<file path="src/rtl/forwarding_hazard_unit.sv">
// EX-stage operand forwarding and load-use hazard control for NSRC source operands.
// Operands are resolved from MEM, WB or a per-operand shadow register that holds values retiring while EX is held.
module forwarding_hazard_unit #(
   parameter int DATA_W      = 32,
   parameter int REG_AW      = 5,
   parameter int NSRC        = 2,
   parameter int STALL_LIMIT = 64
) (
   input  logic                     CLK,
   input  logic                     nRST,
   input  logic                     ex_valid,
   input  logic [NSRC*REG_AW-1:0]   ex_src,
   input  logic [NSRC-1:0]          ex_src_used,
   input  logic                     ex_advance,
   input  logic                     flush,
   input  logic                     mem_valid,
   input  logic                     mem_rfWEN,
   input  logic                     mem_memREN,
   input  logic [REG_AW-1:0]        mem_dest,
   input  logic [DATA_W-1:0]        mem_aluout,
   input  logic [DATA_W-1:0]        mem_ldat,
   input  logic                     dhit,
   input  logic                     wb_rfWEN,
   input  logic [REG_AW-1:0]        wb_dest,
   input  logic [DATA_W-1:0]        wb_wdat,
   output logic [NSRC*2-1:0]        fwd_sel,
   output logic [NSRC*DATA_W-1:0]   fwd_dat,
   output logic                     stall_ex,
   output logic                     hz_timeout,
   output logic [31:0]              stall_cnt
);

   // state  | meaning
   // IDLE   | no outstanding load; stalls only while a load-use hazard is visible
   // LDWAIT | load in MEM has not returned; EX held until dhit or flush

   localparam int WCNT_W = $clog2(STALL_LIMIT + 1);
   localparam logic [WCNT_W-1:0] WAIT_LIM = WCNT_W'(STALL_LIMIT);

   localparam logic [1:0] SEL_STD    = 2'b00;
   localparam logic [1:0] SEL_MEM    = 2'b01;
   localparam logic [1:0] SEL_WB     = 2'b10;
   localparam logic [1:0] SEL_SHADOW = 2'b11;

   typedef enum logic {
      IDLE   = 1'b0,
      LDWAIT = 1'b1
   } state_t;

   state_t              state_q, state_d;
   logic [WCNT_W-1:0]   wait_cnt_q, wait_cnt_d, wait_inc;
   logic                hz_q, hz_d;
   logic [31:0]         stall_cnt_q, stall_cnt_d;
   logic [NSRC-1:0]     shadow_v_q, shadow_v_d;
   logic [DATA_W-1:0]   shadow_q [NSRC];
   logic [DATA_W-1:0]   shadow_d [NSRC];

   logic [NSRC-1:0]     mem_hit, ld_hit, wb_hit, sh_hit;
   logic                ldhaz;
   logic                capture;
   logic                stall;

   genvar g;
   generate
      for (g = 0; g < NSRC; g++) begin : g_op
         logic [REG_AW-1:0] src;
         logic              live;
         logic              mem_dst_hit;
         logic [1:0]        sel;
         logic [DATA_W-1:0] dat;

         assign src         = ex_src[g*REG_AW +: REG_AW];
         assign live        = ex_valid & ex_src_used[g] & (src != '0);
         assign mem_dst_hit = live & mem_valid & mem_rfWEN & (mem_dest == src);
         // a load in MEM has no usable aluout, so it can only raise a hazard
         assign mem_hit[g]  = mem_dst_hit & ~mem_memREN;
         assign ld_hit[g]   = mem_dst_hit & mem_memREN;
         assign wb_hit[g]   = live & wb_rfWEN & (wb_dest == src);
         assign sh_hit[g]   = live & shadow_v_q[g];

         always_comb begin
            sel = SEL_STD;
            dat = '0;
            if (mem_hit[g]) begin
               sel = SEL_MEM;
               dat = mem_aluout;
            end else if (wb_hit[g]) begin
               sel = SEL_WB;
               dat = wb_wdat;
            end else if (sh_hit[g]) begin
               sel = SEL_SHADOW;
               dat = shadow_q[g];
            end
         end

         assign fwd_sel[g*2 +: 2]          = sel;
         assign fwd_dat[g*DATA_W +: DATA_W] = dat;
      end
   endgenerate

   assign ldhaz    = |ld_hit;
   assign wait_inc = (wait_cnt_q == WAIT_LIM) ? wait_cnt_q : wait_cnt_q + 1'b1;

   always_comb begin
      state_d    = state_q;
      wait_cnt_d = wait_cnt_q;
      hz_d       = hz_q;
      stall      = 1'b0;
      capture    = 1'b0;
      if (flush) begin
         state_d    = IDLE;
         wait_cnt_d = '0;
      end else begin
         case (state_q)
            IDLE: begin
               if (ldhaz) begin
                  stall = 1'b1;
                  if (dhit) begin
                     capture = 1'b1;
                  end else begin
                     state_d    = LDWAIT;
                     wait_cnt_d = '0;
                  end
               end
            end
            LDWAIT: begin
               stall      = 1'b1;
               wait_cnt_d = wait_inc;
               if (wait_inc == WAIT_LIM) hz_d = 1'b1;
               if (dhit) begin
                  capture    = 1'b1;
                  state_d    = IDLE;
                  wait_cnt_d = '0;
               end
            end
            default: state_d = IDLE;
         endcase
      end
   end

   assign stall_cnt_d = (stall && (stall_cnt_q != 32'hFFFF_FFFF)) ? stall_cnt_q + 32'd1 : stall_cnt_q;

   // dhit capture takes precedence over WB capture; leaving EX discards every shadow
   always_comb begin
      shadow_v_d = shadow_v_q;
      for (int i = 0; i < NSRC; i++) begin
         shadow_d[i] = shadow_q[i];
         if (capture && ld_hit[i]) begin
            shadow_d[i]   = mem_ldat;
            shadow_v_d[i] = 1'b1;
         end else if (!ex_advance && wb_hit[i]) begin
            shadow_d[i]   = wb_wdat;
            shadow_v_d[i] = 1'b1;
         end
      end
      if (ex_advance || flush) shadow_v_d = '0;
   end

   always_ff @(posedge CLK or negedge nRST) begin
      if (!nRST) begin
         state_q     <= IDLE;
         wait_cnt_q  <= '0;
         hz_q        <= 1'b0;
         stall_cnt_q <= '0;
         shadow_v_q  <= '0;
         for (int i = 0; i < NSRC; i++) shadow_q[i] <= '0;
      end else begin
         state_q     <= state_d;
         wait_cnt_q  <= wait_cnt_d;
         hz_q        <= hz_d;
         stall_cnt_q <= stall_cnt_d;
         shadow_v_q  <= shadow_v_d;
         for (int i = 0; i < NSRC; i++) shadow_q[i] <= shadow_d[i];
      end
   end

   assign stall_ex   = stall;
   assign hz_timeout = hz_q;
   assign stall_cnt  = stall_cnt_q;

endmodule

</file>
<file path="config.mk">
export PLATFORM = sky130hd
export DESIGN_NAME = forwarding_hazard_unit
export DESIGN_NICKNAME = d
export VERILOG_FILES = /design/src/rtl/forwarding_hazard_unit.sv
export SDC_FILE = /design/constraint.sdc
export NUM_CORES = 1
export LEC_CHECK = 0
export ABC_AREA = 1
export CORE_MARGIN = 10
export CORE_UTILIZATION = 49
export DETAILED_ROUTE_END_ITERATION = 7
export PLACE_DENSITY = 0.82
export SLEW_MARGIN = 20
export SYNTH_ARGS = -nofsm -noshare
export SYNTH_HDL_FRONTEND = slang
export SYNTH_SLANG_ARGS = --single-unit
</file>
<file path="constraint.sdc">
create_clock -name CLK -period 2.17 [get_ports CLK]
set_input_delay 0.434 -clock CLK [delete_from_list [all_inputs] [get_ports CLK]]
set_output_delay 0.434 -clock CLK [all_outputs]
set_load 0.005 [all_outputs]
</file>
# Word level (Yosys, flattened, before mapping)

Index checks and enable logic that the tools add are counted.
Widths: inputs -> output; s select.

RAM bits: 0
Memories kept: 0
Memory bits (read-only): 0
Bits in latches: 0
Bits in registers: 107
Bits of input ports: 128
Output and inout bits: 102
Word-level logic and storage cells: 96

Multiply operators: 0
$add $sub $neg: 2
Multiplexer cells: 38
Divide/modulo/power cells: 0
Shift-type cells: 0
Reduce and logical (&&, ||, !) cells: 16
Bitwise gates (word level): 23
Order comparisons: 0
Eq/ne operators: 9

Operator list:

| cell                  | number |
|---|---|
| $mux 32               | 10 |
| $mux 7                | 5 |
| $add 32x1->32 const B | 1 |
| $ne 32x32->1 const B  | 1 |
| $and 1x1->1           | 20 |
| $eq 5x5->1            | 4 |
| $eq 7x7->1 const B    | 2 |
| $mux 2                | 7 |
| $pmux 7 s2            | 1 |
| $mux 1                | 12 |
| $reduce_bool 5->1     | 2 |
| $add 7x1->7 const B   | 1 |
| $ne 3x3->1 const B    | 2 |
| $pmux 1 s2            | 3 |
| $reduce_bool 3->1     | 2 |
| $logic_and 1x1->1     | 5 |
| $reduce_bool 2->1     | 2 |
| $not 1->1             | 3 |
| $reduce_and 3->1      | 1 |
| $reduce_and 2->1      | 1 |
| $reduce_or 2->1       | 1 |
| $logic_not 1->1       | 1 |
| $logic_or 1x1->1      | 1 |

# Longest topological paths before layout

Gate-level depths: netlist (run 1).

Word-level depth: 13
Depth in mapped cells: 12

# Least setup slack after synthesis (run 1)

No wires, ideal clock.

Path kind: input to output
Start: input port ex_src[3]
End: output port fwd_dat[10]
Stages on the path: 11
Arrival: 1,443 ps
Data required time: 1,736 ps
Setup slack: 293 ps
Path through: inv_1 or2_1 nand3_1 nor2_1 nand3_2 inv_2 buf_2 nand2_1 nand2_1 nand2_1 nand2_1

Word-level cells in the longest chain between the ends: 7
Elaborated cells between the ends (all ways): 14
Those cells by class: eq/ne (2); mux (3); bitwise (8); reduce/logical (1)

RTL lines:

| item                     | line | source |
|---|---|---|
| start, declared          | 12   | `input logic [NSRC*REG_AW-1:0] ex_src,` |
| $reduce_bool 5->1        | 73   | `assign live = ex_valid & ex_src_used[g] & (src != '0);` |
| $and 1x1->1              | 73   |  |
| $and 1x1->1 (3 in a row) | 74   | `assign mem_dst_hit = live & mem_valid & mem_rfWEN & (mem_dest == src);` |
| $and 1x1->1              | 76   | `assign mem_hit[g] = mem_dst_hit & ~mem_memREN;` |
| $mux 32 *                | 84   | `if (mem_hit[g]) begin` |
| end, declared            | 27   | `output logic [NSRC*DATA_W-1:0] fwd_dat,` |

Mark *: on every way between the ends. The rest lies on a longest branch, timed or not.

# Worst setup path after layout (run 1)

Start: input port ex_src[5]
End: output port fwd_dat[54]

The elaborated chain is that of the path after synthesis.

==> flow_summary.json, run 1 <==
{
  "final_cell_mix": "nand2_1 (421), nand3_1 (274), clkdlybuf4s50_1 (132)",
  "avgSynthCellArea_um2": 6.30,
  "io_pins": 230,
  "rows": 47,
  "final_area_um2": 13800,
  "setup_slack_ps": -556,
  "yosysTopAreaCell": "dfrtp_1",
  "start_kind": "input port",
  "cts_root_buf": "clkbuf_16",
  "setup_total_negative_slack_ps": -14410,
  "grt_pass1_wl_um": 64700,
  "critPathMaxFanout": 5,
  "cp_slowest_stage_delay_ps": 250,
  "die_h_um": 149,
  "end_kind": "primary output",
  "arrival_ps": 2290,
  "drive_gt1_share_pct": 33.2,
  "netlist_area_um2": 8150,
  "hold_violations": 0,
  "multi_input_area_um2": 5690,
  "vias": 12300,
  "rr_endpoint": "stall_cnt[26]$_DFFE_PN0P_",
  "grt_pass1_vias": 11600,
  "placed_area_um2": 11300,
  "reg2reg_depth": 9,
  "drc_errors": 189,
  "cp_slowest_cell": "or2_1",
  "dr.pass1.iters": 8,
  "violations": "DRC, setup timing",
  "post-route-util_pct": 83.8,
  "min_path_type": "input port to asynchronous set/reset pin",
  "cap_violations": 0,
  "finalSetupViolCount": 70,
  "die_x_um": 149,
  "grt_util_all_layers_pct": 36.8,
  "dpl.hpwl_um": 22700,
  "syn_inst": 1293,
  "rsz0062_at_grt": "true",
  "clock_sinks": 107,
  "ys_seq_elements": 107,
  "wire_per_inst_um": 25.3,
  "placed_cells_incl_taps": 1764,
  "seq_area_um2": 2680,
  "grt_max_degree": 42,
  "leakage_nw": 6.93,
  "grt_overflow": 0,
  "fin_crit_ps": 2730,
  "vdd_drop_max_v": 0.000493,
  "totalWireLength_um": 47600,
  "start_util_pct": 49.5,
  "hold_ws_ps": 13.3,
  "r2r_slack_ps": 200,
  "vias_per_cell": 6.56,
  "yosysSeqAreaShare_pct": 32.9,
  "die-area_um2": 22200,
  "synth.net_count": 1424,
  "critPathKind": "input port to primary output",
  "required_ps": 1740,
  "nets": 1785,
  "area_growth_pct": 69.5,
  "numCtsBuffers": 9,
  "postRouteAntennaNets": 0,
  "fmax_ghz": 0.367,
  "core_area_um2": 16500,
  "htree_levels": 3,
  "slew_violations": 0,
  "finalClockSkew_ps": 8.34,
  "clk_pin_slew_ps": 80,
  "fill_cells": 912,
  "synthTopCellsByArea": "dfrtp_1 (33%), nand2_1 (26%), nand3_1 (19%), nor2_1 (3.0%), nand4_1 (2.8%)",
  "clock_latency_ps": 390,
  "ys_warn_count": 0,
  "mostFrequentLayoutCell": "nand2_1",
  "tritoncts": "yes",
  "drt_iter0_drc": 2282,
  "relSlewSlack_pct": 66.4,
  "max_slew.worst_pin.slew_ps": 504,
  "powerDensity_nw_per_um2": 355,
  "antenna_found_initial": 2,
  "stdcell_count": 1879,
  "crit_top_cell": "nand2_2",
  "io_buffers": 229,
  "gp_congestion": 0.949,
  "path_cells": "buf_8 -> or2_1 -> a21boi_2 -> nand2_2 -> nor2_4 -> buf_6 -> buf_16 -> nand2_2 -> nand2_2 -> nand2_1 -> nand2_1 -> buf_2",
  "status": "finished, violations left",
  "diodes": 0,
  "clk_path_buf_depth": 2,
  "crit-reg2reg-launch": "stall_cnt[0]$_DFFE_PN0P_",
  "synth_cell_types": 34,
  "synth.top_cell.area_share_pct": 32.9,
  "finalCritPeriodShare_pct": 126
}
==> logic make-up after synthesis <==
family          count (synthesis)  synth area share (%)
buf+inv                       134                  8.08
xor+xnor                       34                  3.66
flops                         107                  32.9
simple gates                 1002                  53.9
compound gates                 13                 0.983
fa+ha+maj                       3                 0.461
==> flip-flops by register name, indices dropped and copies added, names as in the netlist <==
| register | cells |
|---|---|
| state_q | 1 |
| shadow_v_q | 2 |
| wait_cnt_q | 7 |
| hz_timeout | 1 |
| shadow_q | 64 |
| stall_cnt | 32 |
==> critical path: cells and delay by family <==
| kind | cells | cell delay (ps) |
|---|---|---|
| and+or+nand+nor | 7 | 1090 |
| AOI/OAI and AO/OA | 1 | 210 |
| buffers and inverters | 4 | 560 |
==> worst max-delay path by stage <==
stage | start | end | slack, ps | cells after the start
CTS | ex_src[2] | fwd_dat[19] | -230 | 13
finish | ex_src[5] | fwd_dat[54] | -560 | 12
global placement | ex_src[0] | fwd_dat[0] | -1070 | 11
floorplan | ex_src[3] | fwd_dat[10] | 290 | 11
detailed placement | ex_src[0] | fwd_dat[0] | -1070 | 11
global route | ex_src[5] | fwd_dat[54] | -530 | 12
==> through the flow <==
stage | power (mW) | setup slack, ps
after global routing | 5.00 | -526
after detailed placement | 2.88 | -1070
after floorplan | 2.38 | 293
after CTS | 4.68 | -231
after global placement | 2.87 | -1070
final | 4.90 | -556
==> Yosys cell counts (all sizes together) <==
| master | count |
|---|---|
| a21boi | 1 |
| a21oi | 4 |
| a31oi | 2 |
| buf | 60 |
| clkbuf | 18 |
| clkinv | 1 |
| dfrtp | 107 |
| ha | 3 |
| inv | 55 |
| nand2 | 557 |
| nand3 | 318 |
| nand3b | 4 |
| nand4 | 40 |
| nor2 | 72 |
| nor3 | 8 |
| nor4 | 1 |
| o21ai | 6 |
| or2 | 2 |
| xnor2 | 17 |
| xor2 | 17 |
==> final cells by class <==
cell class                      instances  area share [%]
Clock buffer                            9            1.63
Clock inverter                          7           0.553
Inverter                               56            1.81
Multi-Input combinational cell       1052            41.2
Sequential cell                       107            19.4
Tap cell                              220            1.99
Timing Repair Buffer                  428            33.4
==> power by group <==
part	switching [mW]	leakage, nW	internal (mW)
Combinational	0.458	5.31	0.456
Clock	0.894	0.142	0.903
Sequential	0.0968	1.48	2.09
==> layer usage <==
metal	GRT usage (%)	wire [µm]	share of wire, %
met2	55.8	20200	42
met3	14.9	7460	16
met4	23.1	4340	9.1
met5	0	58	0.12
met1	42.4	15500	33
==> timing repair <==
item,4_1_cts,5_1_grt
buffers inserted,67,20
endpoints found under the setup margin,107,94
cloned,19,6
hold buffers,0,0
resized for setup,639,151
pin swaps,94,83
Note: power is estimated with default switching activity, not from simulation.
==> inputs of run 2 (changes only) <==
--- a/config.mk
+++ b/config.mk
@@ -6,10 +6,12 @@
 export NUM_CORES = 1
 export LEC_CHECK = 0
 export ABC_AREA = 1
+export CORE_ASPECT_RATIO = 1.25
 export CORE_MARGIN = 10
 export CORE_UTILIZATION = 49
 export DETAILED_ROUTE_END_ITERATION = 7
 export PLACE_DENSITY = 0.82
+export SETUP_SLACK_MARGIN = 0.2
 export SLEW_MARGIN = 20
 export SYNTH_ARGS = -nofsm -noshare
 export SYNTH_HDL_FRONTEND = slang
==> run 2 against run 1 <==
The run now fails in global routing. Synthesized area unchanged. Synthesized cell count unchanged.
==> flow_summary.json, run 2 <==
{
  "io_buffers": 229,
  "synth_top_family_by_area": "simple AND/OR/NAND/NOR gates",
  "place_ws_ps": -910,
  "synth_cell_types": 34,
  "synth_xor_area_share_pct": 3.66,
  "synth.top_cell.area_share_pct": 32.9,
  "start_util_pct": 50.1,
  "synth_edf_count": 0,
  "synth.net_count": 1424,
  "ys.flop_type": "dfrtp_1",
  "yosysSeqAreaShare_pct": 32.9,
  "die_h_um": 164,
  "grt_util_all_layers_pct": 70.9,
  "ys_seq_elements": 107,
  "ys_warn_count": 0,
  "synthTopCellsByCount": "nand2_1 (555), nand3_1 (314), dfrtp_1 (107), nor2_1 (65), inv_1 (41)",
  "avgSynthCellArea_um2": 6.30,
  "yosysTopAreaCell": "dfrtp_1",
  "gp_congestion": 0.968,
  "lastStage": "global routing",
  "status": "aborted with a tool error",
  "synth_async_sr_flop_share_pct": 100,
  "error_line": "[ERROR GRT-0232] Routing congestion too high. Check the congestion heatmap in the GUI.",
  "grt_overflow": 11,
  "synth_fa_ha_area_share_pct": 0.461,
  "synth_compound_area_share_pct": 0.983,
  "htree_levels": 3,
  "clock_sinks": 107,
  "synthMuxAreaShare_pct": 0,
  "netlist_area_um2": 8150,
  "worst_endpoint_kind": "primary output",
  "rows": 52,
  "synthTopCellsByArea": "dfrtp_1 (33%), nand2_1 (26%), nand3_1 (19%), nor2_1 (3.0%), nand4_1 (2.8%)",
  "grt-worst-endpoint": "fwd_dat[39]",
  "syn_inst": 1293,
  "numCtsBuffers": 9,
  "synth_most_common_cell": "nand2_1",
  "die_x_um": 135,
  "dpl.hpwl_um": 22400,
  "grt_max_degree": 47,
  "io_pins": 230,
  "clk_path_buf_depth": 2,
  "synthSimpleGateAreaFrac_pct": 53.9,
  "cts_root_buf": "clkbuf_16"
}
-- run 2: cell counts after synthesis --
No cell type changed its count.
-- run 2: what timing repair did --
item,4_1_cts
cloned,25
endpoints found under the setup margin,174
hold buffers,1
resized for setup,665
endpoints found under the hold margin,14
pin swaps,108
setup buffers,77
-- run 2: logic make-up after synthesis --
family,Yosys count
buffers and inverters,134
xor gates and xnor gates,34
and+or+nand+nor,1002
adders and majority gates,3
DFF,107
AOI/OAI and AO/OA,13
-- run 2: through the flow --
step | instance area [µm²] | setup TNS, ps | util, % | instances | hold WS [ps]
4_1_cts | 13400 | -9660 | 82.5 | 1877 | 472
3_5_place_dp | 11200 | -93350 | 69.0 | 1758 | 385
3_3_place_gp | 11200 | -86490 | 69.0 | 1758 | 383
2_1_floorplan | 8150 | 0 | - | 1293 | 138
-- run 2: metal layers --
metal  global-route usage (%)  overflow
met5                     28.6         0
met4                     70.9         6
met3                     63.8         0
met2                     85.3         4
met1                     66.6         1
==> inputs of run 3 (changes only) <==
--- a/config.mk
+++ b/config.mk
@@ -6,12 +6,10 @@
 export NUM_CORES = 1
 export LEC_CHECK = 0
 export ABC_AREA = 1
-export CORE_ASPECT_RATIO = 1.25
 export CORE_MARGIN = 10
-export CORE_UTILIZATION = 49
+export CORE_UTILIZATION = 35
 export DETAILED_ROUTE_END_ITERATION = 7
-export PLACE_DENSITY = 0.82
-export SETUP_SLACK_MARGIN = 0.2
+export PLACE_DENSITY_LB_ADDON = 0.15
 export SLEW_MARGIN = 20
 export SYNTH_ARGS = -nofsm -noshare
 export SYNTH_HDL_FRONTEND = slang
==> run 3 against run 2 <==
The flow now finishes, with violations (setup timing).
==> flow_summary.json, run 3 (synthesized netlist as in run 1, its figures left out) <==
{
  "status": "finished, violations left",
  "violations": "setup timing",
  "leakage_nw": 6.87,
  "powerDensity_nw_per_um2": 344,
  "cp_slowest_cell": "or2_1",
  "critPathMaxFanout": 8,
  "slew_violations": 0,
  "rr_endpoint": "stall_cnt[13]$_DFFE_PN0P_",
  "numCtsBuffers": 9,
  "fin_crit_ps": 2400,
  "rsz0062_at_grt": "true",
  "clk_path_buf_depth": 2,
  "hold_violations": 0,
  "io_pins": 230,
  "dr.pass1.iters": 5,
  "clk_pin_slew_ps": 80,
  "start_util_pct": 35.8,
  "finalCritPeriodShare_pct": 110,
  "io_buffers": 229,
  "postCtsHoldBufs": 0,
  "reg2reg_depth": 10,
  "wl_met1_um": 16400,
  "drive_gt1_share_pct": 32.7,
  "path_buf_inv": 6,
  "grt_pass1_wl_um": 60300,
  "antenna_found_initial": 2,
  "path_cells": "buf_8 -> buf_6 -> or2_1 -> nand3_2 -> nor2_4 -> nand3_4 -> buf_6 -> buf_6 -> buf_16 -> nand3_4 -> nand2_2 -> nand2_2 -> nand2_2 -> buf_6",
  "htree_levels": 3,
  "largest_reg_flops": 64,
  "required_ps": 1740,
  "cp_slowest_stage_delay_ps": 230,
  "r2r_slack_ps": 310,
  "path_delay_family": "simple AND/OR/NAND/NOR gates",
  "setup_total_negative_slack_ps": -9040,
  "dpl.hpwl_um": 24000,
  "die_h_um": 173,
  "regMostFlops": "shadow_q",
  "wl_met3_um": 3180,
  "clock_latency_ps": 350,
  "totalWireLength_um": 38900,
  "area_growth_pct": 72.7,
  "vias_per_cell": 5.35,
  "critPathKind": "input port to primary output",
  "final_cell_mix": "nand2_1 (448), nand3_1 (257), clkdlybuf4s50_1 (132)",
  "rows": 55,
  "vdd_drop_max_v": 0.000398,
  "grt_max_degree": 57,
  "final_area_um2": 14100,
  "vias": 10600,
  "end_kind": "primary output",
  "tritoncts": "yes",
  "crit-reg2reg-launch": "stall_cnt[1]$_DFFE_PN0P_",
  "core_area_um2": 22800,
  "post-route-util_pct": 61.7,
  "nets": 1790,
  "start_kind": "input port",
  "die_x_um": 173,
  "finalClockSkew_ps": 11.3,
  "dr.max_layer_used": "met4",
  "finalSetupViolCount": 69,
  "crit_top_cell": "buf_6",
  "cap_violations": 0,
  "drc_errors": 0,
  "mostFrequentLayoutCell": "nand2_1",
  "die-area_um2": 29800,
  "arrival_ps": 1960,
  "gp_congestion": 0.935,
  "wire_per_inst_um": 19.7,
  "grt_pass1_vias": 10700,
  "setup_slack_ps": -226,
  "relSlewSlack_pct": 73.5,
  "total_power_mw": 4.84,
  "grt_overflow": 0,
  "dr_wl_met2_um": 18000,
  "placed_area_um2": 11500,
  "cts_root_buf": "clkbuf_16",
  "postRouteAntennaNets": 0,
  "clock_sinks": 107,
  "fmax_ghz": 0.417,
  "min_path_type": "input port to asynchronous set/reset pin",
  "drt_iter0_drc": 908,
  "max_slew.worst_pin.slew_ps": 398,
  "grt_util_all_layers_pct": 25.0
}
==> run 3: metrics by stage <==
step	hold slack, ps	setup WS, ps	cells
after CTS	74.1	-237	1969
after floorplan	138	293	1293
after global routing	79.5	-272	1978
after global placement	449	-993	1869
after detailed placement	457	-1020	1869
final	64.0	-226	1979
==> run 3: area by class of cell <==
| class | count | area, µm² |
|---|---|---|
| timing repair buffer | 433 | 4680 |
| clock inverter | 5 | 58.8 |
| clock buffer | 11 | 253 |
| antenna | 2 | 5.00 |
| multi-input combinational | 1052 | 5730 |
| fill | 2036 | 8710 |
| sequential | 107 | 2680 |
| tap | 313 | 392 |
| inverter | 56 | 270 |
==> run 3: power by group <==
group | leakage (nW) | internal, mW | total [mW] | switching (mW)
clock network | 0.148 | 0.964 | 1.79 | 0.828
logic | 5.25 | 0.473 | 0.874 | 0.401
registers | 1.48 | 2.10 | 2.18 | 0.0835
total | 6.87 | 3.53 | 4.84 | 1.31
==> run 3: how the worst max path moves through the flow <==
stage / from / endpoint / slack (ps) / cells after the start
after detailed placement: ex_src[0] / fwd_dat[1] / -1020 / 11
after global placement: ex_src[0] / fwd_dat[1] / -990 / 11
after global routing: wb_dest[3] / fwd_dat[0] / -270 / 14
after floorplan: ex_src[3] / fwd_dat[10] / 290 / 11
final: wb_dest[3] / fwd_dat[0] / -230 / 14
after CTS: wb_dest[0] / fwd_dat[41] / -240 / 13
==> run 3: worst register-to-register path, cell delays in order, from the launching register on <==
cell     delay, ps
dfrtp_1        440
ha_1           220
inv_2           60
nor2_4         170
nand2_2        120
nor2_4         160
nand4_2        140
nand3_2        120
buf_4          230
nand2_1         90
nand2_1         60
==> run 3: routing by layer <==
metal	global-route usage, %	up-vias
li1	-	4978
met1	32.1	5016
met2	40.4	509
met3	5.01	80
met4	9.53	0
met5	0	-
==> run 3: what timing repair did <==
| item | 4_1_cts | 5_1_grt |
|---|---|---|
| setup buffers | 66 | 15 |
| gates cloned | 25 | 3 |
| endpoints found under the setup margin | 107 | 107 |
| gates resized for setup | 643 | 122 |
| pin swaps | 77 | 75 |
==> inputs of run 4 (changes only) <==
--- a/config.mk
+++ b/config.mk
@@ -5,9 +5,9 @@
 export SDC_FILE = /design/constraint.sdc
 export NUM_CORES = 1
 export LEC_CHECK = 0
-export ABC_AREA = 1
+export ABC_CLOCK_PERIOD_IN_PS = 2170
 export CORE_MARGIN = 10
-export CORE_UTILIZATION = 35
+export CORE_UTILIZATION = 46
 export DETAILED_ROUTE_END_ITERATION = 7
 export PLACE_DENSITY_LB_ADDON = 0.15
 export SLEW_MARGIN = 20
==> run 4 against run 3 <==
The flow still finishes with violations (setup timing). Largest power group unchanged. Synthesized area is 18% lower. Die area is 33% lower. Clock power down 8%. Sequential power up 3%. Synthesized cell count down 40%. Utilization grew 23 points.
==> flow_summary.json, run 4 <==
{
  "fmax_ghz": 0.347,
  "rsz0062_at_grt": "true",
  "die-area_um2": 19800,
  "p_sw_mw": 1.33,
  "ys_warn_count": 0,
  "clock_sinks": 107,
  "finalClockSkew_ps": 9.19,
  "htree_levels": 3,
  "grt_pass1_wl_um": 44100,
  "grt_util_all_layers_pct": 27.5,
  "internal_power_mw": 3.42,
  "synth_edf_count": 0,
  "arrival_ps": 2450,
  "cap_violations": 0,
  "synth_async_sr_flop_share_pct": 100,
  "hold_ws_ps": 465,
  "synth.net_count": 907,
  "vias_per_cell": 5.88,
  "wire_per_inst_um": 23.3,
  "finalCritPeriodShare_pct": 133,
  "grt_max_degree": 61,
  "seqPwrFrac_pct": 47.4,
  "min_path_type": "flip-flop to flip-flop",
  "reg2reg_depth": 7,
  "critPathKind": "input port to primary output",
  "grt_pass1_vias": 7970,
  "die_h_um": 141,
  "total_power_mw": 4.75,
  "totalWireLength_um": 30800,
  "relSlewSlack_pct": 48.4,
  "nets": 1261,
  "start_kind": "input port",
  "synthTopCellsByCount": "nor2_1 (110), dfrtp_1 (107), a21oi_1 (100), a22oi_1 (64), mux2i_1 (64)",
  "synth_most_common_cell": "nor2_1",
  "io_pins": 230,
  "dr.pass1.iters": 5,
  "yosysSeqAreaShare_pct": 39.9,
  "tritoncts": "yes",
  "rows": 44,
  "ys_seq_elements": 107,
  "largest_reg_flops": 64,
  "io_buffers": 229,
  "max_slew.worst_pin.slew_ps": 769,
  "clk_path_buf_depth": 2,
  "whs_path_depth": 1,
  "powerDensity_nw_per_um2": 389,
  "ys.flop_type": "dfrtp_1",
  "gp_congestion": 0.861,
  "critPathMaxFanout": 6,
  "netlist_area_um2": 6700,
  "avgSynthCellArea_um2": 8.64,
  "fin_crit_ps": 2890,
  "die_x_um": 141,
  "comb_power_share_pct": 18.0,
  "mostFrequentLayoutCell": "clkdlybuf4s50_1",
  "vdd_drop_max_v": 0.000387,
  "synth_cell_types": 48,
  "yosysTopAreaCell": "dfrtp_1",
  "pwr-share-clk_pct": 34.6,
  "clock_latency_ps": 360,
  "hold_violations": 0,
  "syn_inst": 776,
  "regMostFlops": "shadow_q",
  "grt_overflow": 0,
  "placed_cells_incl_taps": 1237,
  "drt_iter0_drc": 459,
  "vias": 7762,
  "status": "finished, violations left",
  "numCtsBuffers": 9,
  "switching_share_pct": 28.0,
  "area_growth_pct": 82.0,
  "drive_gt1_share_pct": 40.6,
  "stdcell_count": 1320,
  "cts_root_buf": "clkbuf_16",
  "end_kind": "primary output",
  "start_util_pct": 46.5,
  "antenna_found_initial": 2,
  "synth.top_cell.area_share_pct": 39.9,
  "final_cell_mix": "clkdlybuf4s50_1 (139), dfrtp_1 (106), nor2_1 (87)",
  "violations": "setup timing",
  "postRouteAntennaNets": 0,
  "required_ps": 1740,
  "core_area_um2": 14400,
  "synthTopCellsByArea": "dfrtp_1 (40%), mux2i_1 (9.6%), a21oi_1 (7.5%), a22oi_1 (7.2%), nor2_1 (6.2%)",
  "drc_errors": 0,
  "leakage_nw": 5.00,
  "clk_pin_slew_ps": 70,
  "setup_slack_ps": -715,
  "finalSetupViolCount": 117,
  "slew_violations": 0,
  "dpl.hpwl_um": 17300
}
==> run 4: changes by cell type after synthesis, sizes merged, moves of 9 or more <==
| cell | delta |
|---|---|
| a21oi | +96 |
| a22oi | +64 |
| and3 | +9 |
| buf | -31 |
| inv | -48 |
| mux2i | +64 |
| nand2 | -499 |
| nand3 | -301 |
| nand4 | -32 |
| nor2 | +40 |
| nor3 | +15 |
| nor4 | +14 |
| o21ai | +31 |
| xor2 | +27 |
==> run 4: cell type report <==
| cell class | instances | area, µm² |
|---|---|---|
| Multi-Input combinational cell | 607 | 4900 |
| Timing Repair Buffer | 398 | 4080 |
| Sequential cell | 107 | 2680 |
| Fill cell | 817 | 2220 |
| Tap cell | 184 | 230 |
| Clock buffer | 9 | 225 |
| Clock inverter | 7 | 61.3 |
| Inverter | 7 | 26.3 |
| Antenna cell | 1 | 2.50 |
==> run 4: per-layer routing <==
layer	part of all wire, %	wire (µm)	global-route usage (%)
met1	36	11200	30.7
met2	52	15900	49.5
met3	7.5	2300	7.19
met4	4.3	1340	9.18
met5	0.039	12	0
==> run 4: per-stage QoR <==
| step | util (%) | area [µm²] | TNS (ps) | setup WS [ps] |
|---|---|---|---|---|
| detailed placement | 70.0 | 10100 | -160450 | -1360 |
| finish | 84.6 | 12200 | -43790 | -715 |
| CTS | 80.3 | 11600 | -46270 | -641 |
| global route | 84.6 | 12200 | -54360 | -806 |
| floorplan | - | 6890 | -12430 | -209 |
| global placement | 70.0 | 10100 | -155520 | -1320 |
==> run 4: path summary, 6_finish.rpt <==
| path | start | end | slack [ps] |
|---|---|---|---|
| max | ex_src[8] | fwd_dat[44] | -720 |
| min | hz_timeout$_DFFE_PN0P_ | hz_timeout$_DFFE_PN0P_ | 470 |
| max reg2reg | stall_cnt[0]$_DFFE_PN0P_ | stall_cnt[11]$_DFFE_PN0P_ | 80 |
| min reg2reg | hz_timeout$_DFFE_PN0P_ | hz_timeout$_DFFE_PN0P_ | 470 |
| max in group asynchronous | nRST | shadow_q[47]$_DFFE_PN0P_ | 960 |
| min in group asynchronous | nRST | shadow_q[4]$_DFFE_PN0P_ | 520 |
==> run 4: what timing repair did <==
item | CTS | global route
hold buffers | 1 | 0
setup buffers | 42 | 9
setup endpoints to repair | 175 | 145
cloned | 13 | 12
pin swaps | 102 | 108
hold endpoints to repair | 19 | 0
resized for setup | 503 | 137
==> run 4: kinds of logic (layout without fill, tap and decap cells) <==
family | Yosys count | count (layout) | share of synthesized area, %
multiplexers | 65 | 65 | 9.72
other | 0 | 1 | 0
AND/OR/NAND/NOR | 267 | 267 | 18.6
AO/OA/AOI/OAI | 217 | 217 | 19.4
XOR/XNOR | 55 | 55 | 7.19
adder cells (fa/ha/maj) | 3 | 3 | 0.560
flip-flops | 107 | 107 | 39.9
buffers and inverters | 62 | 421 | 4.59
==> run 4: worst max-delay path, cell delays in order <==
cell and delay [ps]:
buf_8 100, or4_4 530, o211ai_1 240, buf_4 170
buf_4 130, nor2_4 50, nand3_4 100, buf_12 160
clkbuf_16 150, nor2_1 50, a21oi_1 170, buf_2 160
==> run 4: power by group through the flow <==
stage	Combinational, mW	Clock [mW]	Sequential (mW)
after floorplan	0.193	0	2.24
after global placement	0.719	0	2.25
after detailed placement	0.739	0	2.26
after CTS	0.788	1.64	2.23
after global routing	0.918	1.72	2.26
final	0.855	1.64	2.25
